File: config.mk
export PLATFORM = sky130hd
export DESIGN_NAME = counter_mode_sched
export DESIGN_NICKNAME = d
export VERILOG_FILES = /design/src/rtl/counter_pkg.sv /design/src/rtl/sw_debounce.sv /design/src/rtl/counter_mode_sched.sv
export SDC_FILE = /design/constraint.sdc
export NUM_CORES = 1
export LEC_CHECK = 0
export BUFFER_PORTS_ARGS = -buffer_cell sky130_fd_sc_hd__buf_4
export CELL_PAD_IN_SITES_DETAIL_PLACEMENT = 2
export CELL_PAD_IN_SITES_GLOBAL_PLACEMENT = 2
export CORE_MARGIN = 5
export CORE_UTILIZATION = 38
export CTS_CLUSTER_SIZE = 28
export DETAILED_ROUTE_END_ITERATION = 10
export PLACE_DENSITY_LB_ADDON = 0.1
export SETUP_SLACK_MARGIN = 0.4
export SYNTH_ARGS = -nofsm -noshare
export SYNTH_HDL_FRONTEND = slang
export SYNTH_HIERARCHICAL = 1
export SYNTH_SLANG_ARGS = --single-unit
File: constraint.sdc
create_clock -name clk -period 2.15 [get_ports clk]
set_input_delay 0.43 -clock clk [delete_from_list [all_inputs] [get_ports clk]]
set_output_delay 0.43 -clock clk [all_outputs]
set_load 0.05 [all_outputs]
File: src/rtl/counter_pkg.sv
// Shared encodings for the LED counter mode controller: counting modes,
// handover FSM states and the mode bus width.
package counter_pkg;

   localparam int MODE_W = 2;

   typedef enum logic [MODE_W-1:0] {
      MODE_UP      = 2'd0,
      MODE_DOWN    = 2'd1,
      MODE_RING    = 2'd2,
      MODE_JOHNSON = 2'd3
   } mode_e;

   typedef enum logic [1:0] {
      ST_RUN   = 2'd0,
      ST_HOLD  = 2'd1,
      ST_CLEAR = 2'd2
   } state_e;

endpackage

File: src/rtl/sw_debounce.sv
// Two-flop synchronizer followed by a stability counter for the 2-bit mode
// switches; the output follows the pins only after DEBOUNCE steady cycles.
module sw_debounce
   import counter_pkg::*;
#(
   parameter int DEBOUNCE = 4
) (
   input  logic              clk,
   input  logic              rst,
   input  logic [MODE_W-1:0] sw_i,
   output logic [MODE_W-1:0] sw_db_o
);

   localparam int CW = $clog2(DEBOUNCE + 1);

   logic [MODE_W-1:0] sync1_q;
   logic [MODE_W-1:0] sync2_q;
   logic [MODE_W-1:0] db_q, db_d;
   logic [CW-1:0]     cnt_q, cnt_d;

   // cnt_q holds the number of edges sync2_q has stayed put since it last
   // moved, so sync2_q has been steady for cnt_q+1 cycles when it is tested.
   always_comb begin
      db_d  = db_q;
      cnt_d = cnt_q;
      if (sync2_q == db_q) begin
         cnt_d = '0;
      end else if (cnt_q == CW'(DEBOUNCE - 1)) begin
         db_d  = sync2_q;
         cnt_d = '0;
      end else if (sync1_q != sync2_q) begin
         cnt_d = '0;
      end else begin
         cnt_d = cnt_q + CW'(1);
      end
   end

   always_ff @(posedge clk or posedge rst) begin
      if (rst) begin
         sync1_q <= '0;
         sync2_q <= '0;
         db_q    <= '0;
         cnt_q   <= '0;
      end else begin
         sync1_q <= sw_i;
         sync2_q <= sync1_q;
         db_q    <= db_d;
         cnt_q   <= cnt_d;
      end
   end

   assign sw_db_o = db_q;

endmodule

File: src/rtl/counter_mode_sched.sv
// Mode controller for the LED counter: prescaled count tick, manual or
// auto-cycled mode selection, and a hold-then-clear handover on each change.
module counter_mode_sched
   import counter_pkg::*;
#(
   parameter int DIV      = 10,
   parameter int DEBOUNCE = 4,
   parameter int DWELL    = 16
) (
   input  logic              clk,
   input  logic              btnC,
   input  logic [MODE_W-1:0] sw,
   input  logic              auto_en,
   output logic [MODE_W-1:0] mode,
   output logic              cnt_tick,
   output logic              cnt_clr,
   output logic              busy
);

   localparam int PW = (DIV > 1) ? $clog2(DIV) : 1;
   localparam int DW = (DWELL > 1) ? $clog2(DWELL) : 1;

   state_e            state_q, state_d;
   logic [PW-1:0]     pcnt_q, pcnt_d;
   logic [DW-1:0]     dwell_q, dwell_d;
   logic [MODE_W-1:0] mode_q, mode_d;
   logic [MODE_W-1:0] pend_q, pend_d;
   logic              clr_q, clr_d;
   logic [MODE_W-1:0] swDb;
   logic              tick;
   logic              req;
   logic              lastDwell;
   logic [MODE_W-1:0] nextMode;

   sw_debounce #(
      .DEBOUNCE (DEBOUNCE)
   ) u_sw_debounce (
      .clk     (clk),
      .rst     (btnC),
      .sw_i    (sw),
      .sw_db_o (swDb)
   );

   // In RUN a request may coincide with a tick; the tick is still issued and
   // the handover starts on the following edge. HOLD leaves pcnt untouched.
   always_comb begin
      state_d   = state_q;
      pcnt_d    = pcnt_q;
      dwell_d   = dwell_q;
      mode_d    = mode_q;
      pend_d    = pend_q;
      clr_d     = 1'b0;
      tick      = 1'b0;
      req       = 1'b0;
      nextMode  = swDb;
      lastDwell = (dwell_q == DW'(DWELL - 1));
      case (state_q)
         ST_RUN: begin
            tick = (pcnt_q == PW'(DIV - 1));
            if (tick) begin
               pcnt_d  = '0;
               dwell_d = lastDwell ? '0 : dwell_q + DW'(1);
            end else begin
               pcnt_d  = pcnt_q + PW'(1);
            end
            if (auto_en) begin
               req      = tick && lastDwell;
               nextMode = mode_q + MODE_W'(1);
            end else begin
               req      = (swDb != mode_q);
            end
            if (req) begin
               pend_d  = nextMode;
               state_d = ST_HOLD;
            end
         end
         ST_HOLD: begin
            clr_d   = 1'b1;
            state_d = ST_CLEAR;
         end
         ST_CLEAR: begin
            mode_d  = pend_q;
            pcnt_d  = '0;
            dwell_d = '0;
            state_d = ST_RUN;
         end
         default: begin
            state_d = ST_RUN;
         end
      endcase
   end

   always_ff @(posedge clk or posedge btnC) begin
      if (btnC) begin
         state_q <= ST_RUN;
         pcnt_q  <= '0;
         dwell_q <= '0;
         mode_q  <= MODE_UP;
         pend_q  <= MODE_UP;
         clr_q   <= 1'b0;
      end else begin
         state_q <= state_d;
         pcnt_q  <= pcnt_d;
         dwell_q <= dwell_d;
         mode_q  <= mode_d;
         pend_q  <= pend_d;
         clr_q   <= clr_d;
      end
   end

   assign mode     = mode_q;
   assign cnt_tick = tick;
   assign cnt_clr  = clr_q;
   assign busy     = (state_q != ST_RUN);

endmodule

==> flow_metrics.env <==
export IMPL_outcome="complete, no violations"
export IMPL_yosys_area_share_simple_pct=13.0
export IMPL_syn_to_final_growth_pct=21.5
export IMPL_synth_adder_area_share_pct=5.42
export IMPL_worst_pin_slew_ns=0.615
export IMPL_ir_worst_vdd_mv=0.530
export IMPL_synth_xor_area_share_pct=5.31
export IMPL_synth_mux_area_share_pct=6.72
export IMPL_required_ns=1.72
export IMPL_nNetsFinal=133
export IMPL_die_w_um=65.1
export IMPL_fin_area_mm2=0.00140
export IMPL_grt_max_degree=16
export IMPL_ant_nets=0
export IMPL_powerDensity_mw_per_mm2=1440
export IMPL_place_inst=142
export IMPL_hold_path_class="primary input to asynchronous set/reset pin"
export IMPL_syn_area_mm2=0.00115
export IMPL_maxCapViolCount=0
export IMPL_startpoint_type="register"
export IMPL_dp_hpwl_mm=1.91
export IMPL_crit_path_top_delay_cell="dfrtp_1"
export IMPL_worstSetupEndpointType="output port"
export IMPL_setup_viol=0
export IMPL_grt_pass1_wl_mm=4.62
export IMPL_nFillCells=310
export IMPL_drv_slew=0
export IMPL_clock_path_buffers=2
export IMPL_dr_pass1_iters=4
export IMPL_path_clk_slew_ns=0.14
export IMPL_fin_worst_skew_ns=0.00892
export IMPL_drt_wl_total_mm=2.95
export IMPL_avgSynthCellArea_um2=11.3
export IMPL_critPathArrivalTime_ns=1.46
export IMPL_grtUsageTotal_pct=14.4
export IMPL_synthCells=102
export IMPL_core_mm2=0.00298
export IMPL_cpPeakStageDelay_ns=0.42
export IMPL_synthDistinctLibCells=34
export IMPL_synth_commonest_cells="24 x dfrtp_1, 7 x nand2_1, 6 x inv_1, 6 x o21ai_0"
export IMPL_cts_sinks=24
export IMPL_initialDrtViolationCount=51
export IMPL_final_util_pct=47.1
export IMPL_io_buffer_count=9
export IMPL_gp_congestion=0.739
export IMPL_fin_tns_setup_ns=0
export IMPL_dieArea_mm2=0.00424
export IMPL_p_leak_nw=0.648
export IMPL_critPathMaxFanout=2
export IMPL_async_reset_ff_share_pct=100
export IMPL_ys_seq_area_share_pct=52.1
export IMPL_drc=0
export IMPL_yosysTopAreaCell="dfrtp_1"
export IMPL_finalCriticalPeriod_ns=1.89
export IMPL_n_antenna_cell=0
export IMPL_start_util_pct=38.7
export IMPL_synthTopCellsByArea="dfrtp_1 52%, ha_1 5.4%, mux2_2 3.9%"
export IMPL_vias=840
export IMPL_hold_viol=0
export IMPL_fin_crit_sh_pct=88.1
export IMPL_pin_count=10
export IMPL_synth_compound_area_share_pct=13.6
export IMPL_ys_ff_latch=24
export IMPL_insertion_delay_ns=0.32
export IMPL_cts_made_buffers=3
export IMPL_synth_ff_type="dfrtp_1"
export IMPL_gr_total_overflow=0
export IMPL_grt_pass1_vias=934
export IMPL_yosysMostFrequentCell="dfrtp_1"
export IMPL_synth_top_family_by_area="compound AO/OA/AOI/OAI gates"
export IMPL_synth_edf_count=0
export IMPL_htreeDepth=1
export IMPL_antenna_found_initial=0
export IMPL_path_cells="inv_1 -> ha_2 -> nand3b_1 -> nor2_4 -> buf_8"
export IMPL_wl_per_cell_um=19.0
export IMPL_max_freq_ghz=0.528
export IMPL_fp_row_count=20
export IMPL_die_height_um=65.1
export IMPL_synth_top_cell_area_share_pct=52.1
export IMPL_cts_root_buf="clkbuf_4"
export IMPL_critPathKind="register to output port"
export IMPL_maxSlewHeadroom_pct=58.9
export IMPL_drive_above_1_share_pct=27.9
export IMPL_yosysWarningCount=6
export IMPL_post_drt_via_cell_ratio=5.42
export IMPL_layout_cells_non_filler=155
export IMPL_dpl_cell_area_mm2=0.00125
export IMPL_rsz0062_at_grt="yes"
export IMPL_cts_tree="built"
export IMPL_syn_nets=112
export IMPL_p_total_mw=2.01
[per-layer routing]
layer | wire, um | GRT usage [%]
met1 | 1280 | 18.0
met4 | 51 | 5.44
met5 | 0 | 0
met3 | 51 | 2.56
met2 | 1570 | 24.8
[worst paths after layout]
path                                                          from                              endpoint  slack (ns)  cells after the start
worst max-delay path                         pcnt_q[1]$_DFFE_PP0P_                              cnt_tick        0.26                      5
worst min register to register  u_sw_debounce/sync1_q[0]$_DFF_PP0_    u_sw_debounce/sync2_q[0]$_DFF_PP0_        0.42                      0
min in group clk                                             sw[0]    u_sw_debounce/sync1_q[0]$_DFF_PP0_        0.20                      1
worst max register to register               pcnt_q[0]$_DFFE_PP0P_                 pend_q[1]$_DFFE_PP0P_        0.44                      6
worst min-delay path                                          btnC  u_sw_debounce/sw_db_o[1]$_DFFE_PP0P_        0.06                      2
max in group asynchronous                                     btnC                dwell_q[0]$_DFFE_PP0P_        1.54                      2
[cells in the final DEF (no fill, tap or decap), drive strengths merged]
cell type,n
a22oi,1
ha,5
inv,6
bufinv,1
nor2,5
buf,20
nand2,7
o21ai,6
or2,3
mux2,6
dfrtp,24
nand4,1
clkbuf,3
a21oi,3
nand3,1
o31ai,3
a2111oi,3
a31oi,2
mux2i,1
o41ai,1
nand3b,1
nor4,1
nor2b,4
a31o,1
xnor2,5
and3b,1
xor2,2
a21o,1
nor3b,1
a32oi,1
and3,1
nand2b,1
[where the power goes]
group / internal [mW] / switching [mW]
clock network: 0.189 / 0.144
registers: 0.591 / 0.138
logic: 0.412 / 0.539
total: 1.19 / 0.821
[cells by family after synthesis]
| family | Yosys count |
|---|---|
| multiplexers | 7 |
| AND/OR/NAND/NOR | 27 |
| XOR/XNOR | 7 |
| adder cells (fa/ha/maj) | 5 |
| flip-flops | 24 |
| buffers and inverters | 10 |
| AO/OA/AOI/OAI | 22 |
[what timing repair did]
action	4_1_cts	5_1_grt
pin swaps	0	1
setup buffers	4	5
resized for setup	3	4
hold buffers	0	0
setup endpoints to repair	4	5
[worst max-delay path: cells and delay by family, from the launching register on]
kind	cells	cell delay [ns]
fa+ha+maj	1	0.17
simple gates	2	0.33
buf+inv	2	0.22
flops	1	0.42
[metrics by stage]
step                worst slack, ns  hold WS [ns]
finish                        0.256        0.0561
global route                  0.160        0.0423
CTS                           0.326        0.0582
detailed placement            0.412         0.391
global placement              0.486         0.381
floorplan                     0.416         0.258
[layout make-up]
type | instances | area, um2 | share of cell area [%]
inverters | 6 | 22.5 | 1.61
clock inverters | 1 | 30.0 | 2.14
well taps | 33 | 41.3 | 2.95
repair buffers | 20 | 158 | 11.3
clock buffers | 3 | 22.5 | 1.61
multi-input cells | 68 | 526 | 37.5
flip-flops and latches | 24 | 602 | 42.9
[state kept, by name (all words and copies together) (netlist names)]
| name | cells |
|---|---|
| cnt_clr | 1 |
| dwell_q | 4 |
| mode | 2 |
| pcnt_q | 4 |
| pend_q | 2 |
| state_q | 2 |
| u_sw_debounce/cnt_q | 3 |
| u_sw_debounce/sw_db_o | 2 |
| u_sw_debounce/sync1_q | 2 |
| u_sw_debounce/sync2_q | 2 |
Note: power is estimated with default switching activity, not from simulation.
